### config.mk
export PLATFORM = sky130hd
export DESIGN_NAME = hdc_fold_scheduler
export DESIGN_NICKNAME = d
export VERILOG_FILES = /design/src/rtl/hdc_fold_scheduler.sv
export SDC_FILE = /design/constraint.sdc
export NUM_CORES = 1
export LEC_CHECK = 0
export ABC_CLOCK_PERIOD_IN_PS = 1700
export CAP_MARGIN = 20
export CELL_PAD_IN_SITES_DETAIL_PLACEMENT = 1
export CELL_PAD_IN_SITES_GLOBAL_PLACEMENT = 2
export CORE_MARGIN = 2
export CORE_UTILIZATION = 34
export DETAILED_ROUTE_END_ITERATION = 12
export DONT_BUFFER_PORTS = 1
export GPL_ROUTABILITY_DRIVEN = 0
export HOLD_SLACK_MARGIN = 0.02
export PLACE_DENSITY_LB_ADDON = 0.25
export SLEW_MARGIN = 20
export SYNTH_ARGS = -nofsm -noshare
export SYNTH_HDL_FRONTEND = slang
export SYNTH_SLANG_ARGS = --single-unit
### constraint.sdc
create_clock -name clk -period 1.7 [get_ports clk]
set_input_delay 0.17 -clock clk [delete_from_list [all_inputs] [get_ports clk]]
set_output_delay 0.17 -clock clk [all_outputs]
set_load 0.02 [all_outputs]
### src/rtl/hdc_fold_scheduler.sv
// Control sequencer for one folded HDC classification: feature accept,
// NUM_FOLDS encoder/AM passes, result capture and hand-off with latency report.
module hdc_fold_scheduler #(
  parameter int unsigned NUM_FOLDS  = 10,
  parameter int unsigned FOLD_WIDTH = (NUM_FOLDS > 1) ? $clog2(NUM_FOLDS) : 1,
  parameter int unsigned CNT_WIDTH  = 16
) (
  input  logic                  clk,
  input  logic                  rst,
  input  logic                  fin_valid,
  output logic                  fin_ready,
  output logic                  feature_load,
  output logic                  enc_start,
  output logic [FOLD_WIDTH-1:0] enc_fold_idx,
  output logic                  im_seed_load,
  input  logic                  enc_done,
  output logic                  am_valid,
  input  logic                  am_ready,
  output logic                  am_last,
  input  logic                  am_res_valid,
  input  logic                  am_valence,
  input  logic                  am_arousal,
  output logic                  dout_valid,
  input  logic                  dout_ready,
  output logic                  valence,
  output logic                  arousal,
  output logic [CNT_WIDTH-1:0]  last_latency
);

  typedef enum logic [2:0] {
    S_IDLE,
    S_START,
    S_WAIT_ENC,
    S_PUSH,
    S_WAIT_RES,
    S_OUT
  } state_t;

  localparam logic [FOLD_WIDTH-1:0] LAST_FOLD = FOLD_WIDTH'(NUM_FOLDS - 1);
  localparam logic [CNT_WIDTH-1:0]  CNT_MAX   = '1;

  state_t                state_q;
  logic [FOLD_WIDTH-1:0] fold_q;
  logic [CNT_WIDTH-1:0]  cnt_q;
  logic [CNT_WIDTH-1:0]  cnt_inc;
  logic                  fin_ready_q;
  logic                  enc_start_q;
  logic                  im_seed_load_q;
  logic                  am_valid_q;
  logic                  am_last_q;
  logic                  dout_valid_q;
  logic                  valence_q;
  logic                  arousal_q;
  logic [CNT_WIDTH-1:0]  last_latency_q;

  // Saturating elapsed-cycle count, also the value reported at the dout handshake
  assign cnt_inc = (cnt_q == CNT_MAX) ? cnt_q : cnt_q + CNT_WIDTH'(1);

  // Accept stays closed while reset is asserted so no feature load can slip through
  assign fin_ready    = fin_ready_q && !rst;
  assign feature_load = fin_valid && fin_ready;

  assign enc_start    = enc_start_q;
  assign enc_fold_idx = fold_q;
  assign im_seed_load = im_seed_load_q;
  assign am_valid     = am_valid_q;
  assign am_last      = am_last_q;
  assign dout_valid   = dout_valid_q;
  assign valence      = valence_q;
  assign arousal      = arousal_q;
  assign last_latency = last_latency_q;

  // Sequencer state, fold index, latency counter and registered outputs
  always_ff @(posedge clk) begin
    if (rst) begin
      state_q        <= S_IDLE;
      fold_q         <= '0;
      cnt_q          <= '0;
      fin_ready_q    <= 1'b1;
      enc_start_q    <= 1'b0;
      im_seed_load_q <= 1'b0;
      am_valid_q     <= 1'b0;
      am_last_q      <= 1'b0;
      dout_valid_q   <= 1'b0;
      valence_q      <= 1'b0;
      arousal_q      <= 1'b0;
      last_latency_q <= '0;
    end else begin
      enc_start_q    <= 1'b0;
      im_seed_load_q <= 1'b0;
      if (state_q != S_IDLE) begin
        cnt_q <= cnt_inc;
      end
      case (state_q)
        S_IDLE: begin
          if (fin_valid) begin
            fold_q         <= '0;
            cnt_q          <= '0;
            fin_ready_q    <= 1'b0;
            enc_start_q    <= 1'b1;
            im_seed_load_q <= 1'b1;
            state_q        <= S_START;
          end
        end
        S_START: begin
          state_q <= S_WAIT_ENC;
        end
        S_WAIT_ENC: begin
          if (enc_done) begin
            am_valid_q <= 1'b1;
            am_last_q  <= (fold_q == LAST_FOLD);
            state_q    <= S_PUSH;
          end
        end
        S_PUSH: begin
          if (am_ready) begin
            am_valid_q <= 1'b0;
            am_last_q  <= 1'b0;
            if (am_last_q) begin
              state_q <= S_WAIT_RES;
            end else begin
              fold_q      <= fold_q + FOLD_WIDTH'(1);
              enc_start_q <= 1'b1;
              state_q     <= S_START;
            end
          end
        end
        S_WAIT_RES: begin
          if (am_res_valid) begin
            valence_q    <= am_valence;
            arousal_q    <= am_arousal;
            dout_valid_q <= 1'b1;
            state_q      <= S_OUT;
          end
        end
        S_OUT: begin
          if (dout_ready) begin
            dout_valid_q   <= 1'b0;
            last_latency_q <= cnt_inc;
            fin_ready_q    <= 1'b1;
            state_q        <= S_IDLE;
          end
        end
        default: begin
          fin_ready_q <= 1'b1;
          state_q     <= S_IDLE;
        end
      endcase
    end
  end

endmodule

==> flow_summary.yaml <==
power_and_ir_drop:
  p_total_mw: 2.58
  powerDensity_nw_per_um2: 754
  p_leak_nw: 1.29
  ir_worst_vdd_mv: 0.312
synthesis:
  synthCells: 298
  synthDistinctLibCells: 65
  netlist_area_um2: 2610
  yosysTopAreaCell: "dfxtp_1"
  synth.area.top_cells: "dfxtp_1 36%, a21oi_1 4.6%, o21ai_0 3.1%, a311oi_1 3.0%, nand2_1 2.9%"
  synthFlopType: "dfxtp_1"
  synthDominantCellAreaShare: 0.361
  yosysSeqAreaShare: 0.361
  synth_seq_cells: 47
  synth-edff-count: 0
  yosys_warnings: 0
  synth.avg_cell_area_um2: 8.75
  async_reset_ff_frac: 0
  synth_fp_nets: 310
hold_path:
  hold_class: "input port to flip-flop"
  hold_depth: 2
timing:
  finalHoldViolCount: 0
  slew_headroom: 0.563
  finalMaxSlewViolations: 0
  setup_viol: 1
  post-route-period-util: 1.01
  fin_crit_ns: 1.71
  worst_pin_slew_ns: 0.654
  setup_ws_ns: -0.00994
  fin_worst_skew_ns: 0.00979
  rsz0062_at_grt: "yes"
  fmax_mhz: 585
critical_path:
  cp-end-kind: "flip-flop"
  start_kind: "flip-flop"
  worstPathArrival_ns: 1.95
  crit_type: "flip-flop to flip-flop"
  crit_fanout: 8
  r2r_cells: 6
  crit_required_ns: 1.94
cells_and_area:
  fillers: 867
  fin_nets: 364
  syn2layout_area_growth_pct: 31.1
  drive_gt1_frac: 0.326
  diodes: 0
drt:
  routedWlPerCell_um: 17.8
  drc: 0
  drt_pass1_iterations: 4
  via_per_inst: 5.52
  vias: 2497
  routed_wl_um: 8060
  drtAntennaViolNets: 0
  drtIter0Drc: 83
die:
  initial_core_util: 0.356
  die_w_um: 91.6
  io_pins: 38
  die_y_um: 91.6
  core-area_um2: 7330
  num_rows: 31
  die-area_um2: 8390
place:
  port_buffers: 0
  place_ws_ns: -0.195
  place_hpwl_um: 5540
cts:
  tritoncts: "yes"
  cts-root-buf: "clkbuf_8"
  htree_levels: 2
  cts_sinks: 47
  cts_buffers: 5
  clk_pin_slew_ns: 0.10
  clock_latency_ns: 0.31
  cts_buffer_depth: 2
global_route:
  grt_pass1_vias: 2539
  grt-ovfl-total: 0
  grt_max_degree: 33
  grt_first_pass_wirelength_um: 12900
  antenna_found_initial: 0
  grt_usage: 0.193
run_status:
  status: "complete, but fails checks"
  failed_checks: "negative setup slack"
job:
  maxCapViolations: 0
-- cells in the final DEF, fill, tap and decap left out, types with 5 or more instances in the layout --
cell,n
clkbuf_8,5
a211oi_1,5
o21ai_0,14
dlygate4sd3_1,6
or3_1,6
dfxtp_2,10
nand2b_1,7
nand3_1,5
a31oi_1,6
o211ai_1,5
a311oi_1,8
nand2_1,20
inv_1,13
buf_4,63
nor2_1,17
a21oi_1,23
dfxtp_1,36
xnor2_1,5
-- cell usage after synthesis, types with 2 or more instances --
master    instances
nand2b_1          7
nor3_1            5
or3_1             6
xnor2_1           5
o31ai_1           4
nor4_1            6
a31o_2            2
dfxtp_1          47
buf_2             2
a211oi_1          5
a21o_1            2
clkbuf_8          4
mux2i_1           3
ha_1              3
a311oi_1          9
buf_4             4
and3_1            3
buf_6             3
nand4b_1          3
nor2_1           19
nand3b_1          4
and4_1            5
a21oi_1          24
nand3_1           5
nor4_2            2
o211ai_1          5
or4_1             3
nand2_1          20
clkbuf_1         11
inv_1            13
nand4_1           3
o22ai_1           2
o21ai_0          16
a31oi_1           7
nor2b_1           3
nor3b_1           2
nand4_2           3
-- metrics by stage --
step	instance area (um2)	util	hold slack [ns]	instances	setup TNS, ns
2_1_floorplan	2650	-	0.264	298	0
3_3_place_gp	3020	0.412	0.244	427	-0.357
3_5_place_dp	3020	0.412	0.245	427	-0.925
4_1_cts	3280	0.448	0.0586	445	-0.0243
5_1_grt	3420	0.466	0.0515	452	-0.250
6_report	3420	0.466	0.0428	452	-0.00994
-- power by group --
group	switching [mW]	leakage [nW]	total (mW)	internal (mW)
registers	0.0443	0.386	1.18	1.14
logic	0.214	0.836	0.386	0.172
clock network	0.423	0.0644	1.01	0.587
total	0.681	1.29	2.58	1.90
-- metal layers --
metal | track usage | routed length [um]
met1 | 0.254 | 3810
met3 | 0.0448 | 318
met4 | 0.0442 | 87
met5 | 0 | 0
met2 | 0.321 | 3840
-- logic make-up (layout without fill, tap and decap cells) --
logic type,Yosys count,in the layout,share of synthesized area
xor+xnor,5,5,0.0168
fa+ha+maj,3,3,0.0144
buf+inv,39,94,0.0912
simple gates,106,106,0.257
compound gates,95,95,0.248
flops,47,47,0.361
mux,3,3,0.0115
-- final cells by class --
type,count,area [um2],share of cell area
clock buffer,5,68.8,0.0201
clock inverter,3,67.6,0.0198
inverter,13,48.8,0.0143
multi-input combinational,212,1560,0.456
sequential,47,957,0.280
tap,99,124,0.0362
timing repair buffer,73,596,0.174
-- final timing paths --
check	end	slack, ns	from
max	cnt_q[9]	-0.01	cnt_q[1]
min	last_latency[14]	0.04	rst
max reg2reg	cnt_q[9]	-0.01	cnt_q[1]
min reg2reg	fin_ready_q	0.48	fin_ready_q
-- timing repair --
action	CTS	global route
buffers inserted	3	7
pin swaps	2	14
hold buffers	7	0
endpoints found under the hold margin	34	0
gates resized for setup	8	25
endpoints found under the setup margin	20	25
-- state kept, by name (all words and copies together), names as in the netlist --
signal / count
enc_fold_idx: 4
fin_ready_q: 1
dout_valid: 1
am_last: 1
state_q: 3
cnt_q: 16
valence: 1
am_valid: 1
last_latency: 16
im_seed_load: 1
enc_start: 1
arousal: 1
-- worst max-delay path: stages (launching register included) --
cell and delay [ns]:
dfxtp_2 0.37, buf_4 0.15, and4_4 0.26, nand3_4 0.08
buf_4 0.17, o41a_2 0.47, a31oi_2 0.14
(Power assumes the default switching activity.)
